## src/rtl/instr_fetch_pkg.sv

```systemverilog
// Shared types for the instruction fetch stage.
// The HALT opcode value comes from the shared instruction-set definitions.
// If no such definition has been included, a local fallback is used.
// The FETCH_HALT_EN macro is consumed by instr_fetch.sv, not by this package.
`ifndef OP_HALT
`define OP_HALT 4'hF
`endif

package instr_fetch_pkg;

    // S_HALT is only ever entered when FETCH_HALT_EN is defined.
    typedef enum logic [1:0] {
        S_IDLE = 2'd0,
        S_REQ  = 2'd1,
        S_HALT = 2'd2
    } fetch_state_e;

endpackage

```

## src/rtl/instr_fetch_buf.sv

```systemverilog
// fetch_buf: small synchronous FIFO of {pc, instr} pairs feeding the decoder.
// The head entry is presented combinationally from registers, so a word pushed
// on one edge is visible on rd_* in the following cycle. Flush outranks push and
// pop. A push and a pop in the same cycle are accepted even when full.
module fetch_buf #(
    parameter int BUF_DEPTH = 2,
    parameter int PC_W      = 8,
    parameter int INSTR_W   = 16,
    localparam int AW       = $clog2(BUF_DEPTH),
    localparam int CW       = AW + 1
) (
    input  logic               clk,
    input  logic               rst_n,
    input  logic               push,
    input  logic               pop,
    input  logic               flush,
    input  logic [PC_W-1:0]    wr_pc,
    input  logic [INSTR_W-1:0] wr_instr,
    output logic [PC_W-1:0]    rd_pc,
    output logic [INSTR_W-1:0] rd_instr,
    output logic               full,
    output logic               empty,
    output logic [CW-1:0]      count
);

    logic [PC_W+INSTR_W-1:0] mem_q [BUF_DEPTH];
    logic [AW-1:0]           wr_ptr_q;
    logic [AW-1:0]           rd_ptr_q;
    logic [CW-1:0]           count_q;
    logic                    push_ok;

    assign full    = (count_q == CW'(BUF_DEPTH));
    assign empty   = (count_q == '0);
    assign count   = count_q;
    // A push into a full buffer is only legal when the head leaves the same edge.
    assign push_ok = push & (~full | pop);

    assign {rd_pc, rd_instr} = mem_q[rd_ptr_q];

    // Storage, pointers and occupancy; entries cleared on reset so the head reads zero.
    always_ff @(posedge clk or negedge rst_n) begin
        if (!rst_n) begin
            for (int i = 0; i < BUF_DEPTH; i++) begin
                mem_q[i] <= '0;
            end
            wr_ptr_q <= '0;
            rd_ptr_q <= '0;
            count_q  <= '0;
        end else if (flush) begin
            wr_ptr_q <= '0;
            rd_ptr_q <= '0;
            count_q  <= '0;
        end else begin
            if (push_ok) begin
                mem_q[wr_ptr_q] <= {wr_pc, wr_instr};
                wr_ptr_q        <= wr_ptr_q + AW'(1);
            end
            if (pop) begin
                rd_ptr_q <= rd_ptr_q + AW'(1);
            end
            count_q <= count_q + CW'(push_ok) - CW'(pop);
        end
    end

endmodule

```

## src/rtl/instr_fetch.sv

```systemverilog
// instr_fetch: PC register, single-outstanding imem read FSM and fetch buffer
// between instruction memory and the decoder.
// Optional feature macro: FETCH_HALT_EN (stop fetching after an OP_HALT word).
module instr_fetch
    import instr_fetch_pkg::*;
#(
    parameter int              PC_W      = 8,
    parameter int              INSTR_W   = 16,
    parameter logic [PC_W-1:0] RESET_PC  = '0,
    parameter int              BUF_DEPTH = 2
) (
    input  logic               clk,
    input  logic               rst_n,
    output logic               imem_req,
    output logic [PC_W-1:0]    imem_addr,
    input  logic               imem_ack,
    input  logic [INSTR_W-1:0] imem_rdata,
    output logic [INSTR_W-1:0] instr_out,
    output logic [PC_W-1:0]    pc_out,
    output logic               instr_valid,
    input  logic               instr_ready,
    input  logic               redirect,
    input  logic [PC_W-1:0]    redirect_pc,
    output logic               halted
);

    localparam int CW = $clog2(BUF_DEPTH) + 1;

    fetch_state_e    state_q, state_d;
    logic [PC_W-1:0] pc_q, pc_d;               // address of current / next request
    logic            drop_q, drop_d;           // in-flight word belongs to a stale path
    logic [PC_W-1:0] redir_pc_q, redir_pc_d;   // target held until the stale word returns

    logic            buf_push, buf_pop, buf_full, buf_empty;
    logic [CW-1:0]   buf_count, count_after;
    logic            ack_fire;

    assign imem_req    = (state_q == S_REQ);
    assign imem_addr   = pc_q;
    assign instr_valid = ~buf_empty;
    assign ack_fire    = imem_req & imem_ack;
    // Redirect flushes the buffer, so it suppresses both push and pop.
    assign buf_pop     = ~buf_empty & instr_ready & ~redirect;
    assign buf_push    = ack_fire & ~drop_q & ~redirect;
    assign count_after = buf_count + CW'(buf_push) - CW'(buf_pop);

`ifdef FETCH_HALT_EN
    assign halted = (state_q == S_HALT);
`else
    assign halted = 1'b0;
`endif

    fetch_buf #(
        .BUF_DEPTH (BUF_DEPTH),
        .PC_W      (PC_W),
        .INSTR_W   (INSTR_W)
    ) u_buf (
        .clk      (clk),
        .rst_n    (rst_n),
        .push     (buf_push),
        .pop      (buf_pop),
        .flush    (redirect),
        .wr_pc    (pc_q),
        .wr_instr (imem_rdata),
        .rd_pc    (pc_out),
        .rd_instr (instr_out),
        .full     (buf_full),
        .empty    (buf_empty),
        .count    (buf_count)
    );

    // State, PC and drop bookkeeping registers.
    always_ff @(posedge clk or negedge rst_n) begin
        if (!rst_n) begin
            state_q    <= S_IDLE;
            pc_q       <= RESET_PC;
            drop_q     <= 1'b0;
            redir_pc_q <= '0;
        end else begin
            state_q    <= state_d;
            pc_q       <= pc_d;
            drop_q     <= drop_d;
            redir_pc_q <= redir_pc_d;
        end
    end

    // Next-state logic: redirect first, then the normal request/ack flow.
    always_comb begin
        state_d    = state_q;
        pc_d       = pc_q;
        drop_d     = drop_q;
        redir_pc_d = redir_pc_q;
        if (redirect) begin
            state_d = S_REQ;
            if (state_q == S_REQ && !imem_ack) begin
                // Keep the address stable until the stale request completes.
                drop_d     = 1'b1;
                redir_pc_d = redirect_pc;
            end else begin
                drop_d = 1'b0;
                pc_d   = redirect_pc;
            end
        end else begin
            case (state_q)
                S_IDLE: begin
                    if (!buf_full) begin
                        state_d = S_REQ;
                    end
                end
                S_REQ: begin
                    if (imem_ack) begin
                        if (drop_q) begin
                            drop_d = 1'b0;
                            pc_d   = redir_pc_q;
                        end else begin
                            pc_d    = pc_q + PC_W'(1);
                            state_d = (count_after < CW'(BUF_DEPTH)) ? S_REQ : S_IDLE;
`ifdef FETCH_HALT_EN
                            if (imem_rdata[3:0] == `OP_HALT) begin
                                state_d = S_HALT;
                            end
`endif
                        end
                    end
                end
                S_HALT: begin
                    state_d = S_HALT;
                end
                default: begin
                    state_d = S_IDLE;
                end
            endcase
        end
    end

endmodule

```

## config.mk

```make
export PLATFORM = sky130hd
export DESIGN_NAME = instr_fetch
export DESIGN_NICKNAME = d
export VERILOG_FILES = /design/src/rtl/instr_fetch_pkg.sv /design/src/rtl/instr_fetch_buf.sv /design/src/rtl/instr_fetch.sv
export SDC_FILE = /design/constraint.sdc
export NUM_CORES = 1
export LEC_CHECK = 0
export ABC_AREA = 1
export CAP_MARGIN = 40
export CORE_ASPECT_RATIO = 1.4
export CORE_UTILIZATION = 53
export CTS_CLUSTER_DIAMETER = 80
export DETAILED_ROUTE_END_ITERATION = 8
export GPL_TIMING_DRIVEN = 0
export PLACE_DENSITY = 0.89
export SLEW_MARGIN = 20
export SYNTH_ARGS = -nofsm -noshare
export SYNTH_HDL_FRONTEND = slang
export SYNTH_HIERARCHICAL = 1
export SYNTH_SLANG_ARGS = --single-unit
```

## constraint.sdc

```tcl
create_clock -name clk -period 2.3 [get_ports clk]
set_input_delay 0.23 -clock clk [delete_from_list [all_inputs] [get_ports clk]]
set_output_delay 0.23 -clock clk [all_outputs]
set_load 0.01 [all_outputs]
```

==> reports/results.txt <==
Slew Limit Fails = 0
first-pass GRT wire length = 14900 um
compound-cell area share of the yosys netlist = 0.0507
main combinational cell family by area after synthesis = simple AND/OR/NAND/NOR gates
Yosys Warn Count = 6
total chip power = 4.70 mW
Syn Inst Count = 433
RR Startpoint = state_q[1]
TritonCTS Buffers = 9
Seq/Total Area, Yosys = 0.467
die width = 73.6 um
RSZ-0062 raised after global routing = no
clock skew = 0.0133 ns
Leak = 2.38 nW
maxcap violations = 0
Synth Register Bits = 71
Peak VDD IR = 550 uV
share of Yosys cell area claimed by the top area cell type = 0.467
Routed wire per std cell = 14.6 um
mux share of post-synthesis cell area = 0.0770
clock buffer depth = 2
Period Utilization, post-route = 0.954
Detail Route Antenna Nets = 0
worst skew pair latency = 0.35 ns
Period minus WS final = 2.19 ns
R2R depth = 13
upper clock frequency limit = 0.456 GHz
Initial Utilization = 0.548
via count = 3362
total setup buffers inserted after CTS = 0
synth-to-layout area growth = 25.9%
Worst-path clk slew = 0.07 ns
worst slew pin tran = 0.536 ns
top post-synthesis cells by area = dfrtp_1, nand2_1, nand4_1
layout cells sized above 1 = 0.150
XOR/XNOR Fraction of Synth Area = 0.00461
NumNets Final = 540
gp weighted congestion = 0.833
height of the die = 102 um
Yosys top cell by area = dfrtp_1
GR Overflow Total = 0
Pre-antenna DRT Iters = 5
max_slew headroom = 0.642
syn nets = 465
Global Route Usage Sum = 0.259
syn avg cell area = 8.78 um^2
Post-Synth Simple-Gate Area = 0.302
CTS tree = built
CORE AREA = 0.00694 mm^2
type of the worst min-delay path = input pin to asynchronous set/reset pin
num rows = 36
DR iter-0 viols = 367
synthesized-area fraction occupied by adder cells = 0.00987
initial antenna violation count = 0
dpl hpwl = 6380 um
port bufs = 62
required time worst endpoint = 2.07 ns
Vias/cell = 5.53
total die area = 0.00752 mm^2
Yosys cell types = 32
Mapped Area = 0.00380 mm^2
CP Capture Type = primary output
status = finished clean
drt total wl = 8860 um
CTS Root Cell = clkbuf_8
clk sink count = 71
largest net degree at the start of global routing = 41
DP Worst Slack = -0.357 ns
final setup fails = 0
r2r endpoint = u_buf/count[1]
Power Density = 981 mW/mm^2
kind of critical path = flip-flop to primary output
Worst EP arrival = 1.96 ns
crit path launch type = flip-flop
DRC viols = 0
crit path max fanout = 10
H-tree Lvls = 3
I/O pins = 64
Fin. Hold Viols = 0
n_diodes = 0
final worst slack = 0.105 ns
Reg2Reg Setup Slack = 0.21 ns
vias in the first global route = 3224
-- Yosys cell counts --
cell type	n
o21ai_2	3
a21oi_1	14
nor3_1	1
inv_1	27
clkbuf_1	3
nand3b_4	1
nor2_1	11
mux2_1	18
o21bai_1	1
nand3_1	15
mux2_2	8
buf_6	7
o2bb2ai_1	1
nand2_1	139
clkbuf_8	1
buf_2	7
nor2_4	2
ha_1	3
nand4_1	50
xnor2_1	1
buf_4	9
nor2_8	1
clkbuf_4	1
dfrtp_1	71
inv_2	4
nand3_4	3
conb_1	1
xor2_1	1
nand2_2	12
clkinv_1	1
o21ai_1	8
o21ai_0	8
-- registers in the layout (all words and copies together) (netlist names) --
name / count
drop_q: 1
u_buf/rd_ptr_q: 1
u_buf/wr_ptr_q: 1
u_buf/mem_q: 48
redir_pc_q: 8
u_buf/count: 2
state_q: 2
imem_addr: 8
-- cells by family after synthesis --
family | after synthesis
compound gates | 35
xor+xnor | 2
fa+ha+maj | 3
buf+inv | 60
flops | 71
mux | 26
other cells | 1
simple gates | 235
-- through the flow --
step | std cells | hold WS [ns] | TNS, ns | instance area [um^2] | util
2_1_floorplan | 433 | -0.0656 | 0 | 3800 | -
3_3_place_gp | 590 | 0.447 | -97.63 | 4540 | 0.655
3_5_place_dp | 591 | 0.189 | -11.06 | 4560 | 0.657
4_1_cts | 608 | 0.358 | 0 | 4780 | 0.690
5_1_grt | 608 | 0.373 | 0 | 4790 | 0.690
6_report | 608 | 0.355 | 0 | 4790 | 0.690
-- routing by layer --
layer  GRT usage  vias up  wire (um)
met3      0.0582       21        493
met5           0        -          0
met1       0.315     1595       3460
met2       0.447      153       4750
met4      0.0947        0        155
li1            -     1593          -
-- critical path: stages (launching register included) --
cell	delay, ns
dfrtp_1	0.34
clkbuf_4	0.21
buf_4	0.22
mux2_1	0.36
clkdlybuf4s50_1	0.49
-- worst max-delay path by stage --
| stage | from | endpoint | cells after the start |
|---|---|---|---|
| after floorplan | state_q[1] | u_buf/count[1] | 13 |
| after global placement | rst_n | u_buf/mem_q[11] | 1 |
| after detailed placement | redirect | u_buf/count[1] | 15 |
| after CTS | u_buf/rd_ptr_q | pc_out[3] | 4 |
| after global routing | u_buf/rd_ptr_q | pc_out[3] | 4 |
| final | u_buf/rd_ptr_q | pc_out[3] | 4 |
-- power by group --
group | switching [mW] | internal (mW)
logic | 0.812 | 0.881
clock network | 0.479 | 0.592
registers | 0.289 | 1.64
total | 1.58 | 3.12
-- layout by cell type, fill, tap and decap left out, types with 3 or more instances in the layout --
cell	n
o21ai_0	8
nand4_1	50
nand3_1	15
inv_1	27
a21oi_1	14
o21ai_2	3
buf_4	10
nand2_2	12
mux2_2	8
buf_6	7
nor2_1	11
inv_2	4
buf_2	6
clkdlybuf4s50_1	60
o21ai_1	8
clkbuf_8	13
clkbuf_1	3
nand3_4	3
mux2_1	18
dfrtp_1	71
nand2_1	139
ha_1	3
-- layout make-up --
type | instances | area [um^2]
Sequential cell | 71 | 1780
Tap cell | 95 | 119
Fill cell | 573 | 2150
Timing Repair Buffer | 64 | 647
Buffer | 28 | 216
Clock buffer | 12 | 165
Clock inverter | 4 | 51.3
Multi-Input combinational cell | 302 | 1690
Inverter | 32 | 120
-- repair_timing --
| action | CTS | global route |
|---|---|---|
| hold buffers | 1 | 0 |
| gates resized for setup | 1 | 1 |
| endpoints found under the setup margin | 1 | 7 |
| endpoints found under the hold margin | 31 | 0 |
| cloned | 0 | 0 |
Note: power is estimated with default switching activity, not from simulation.
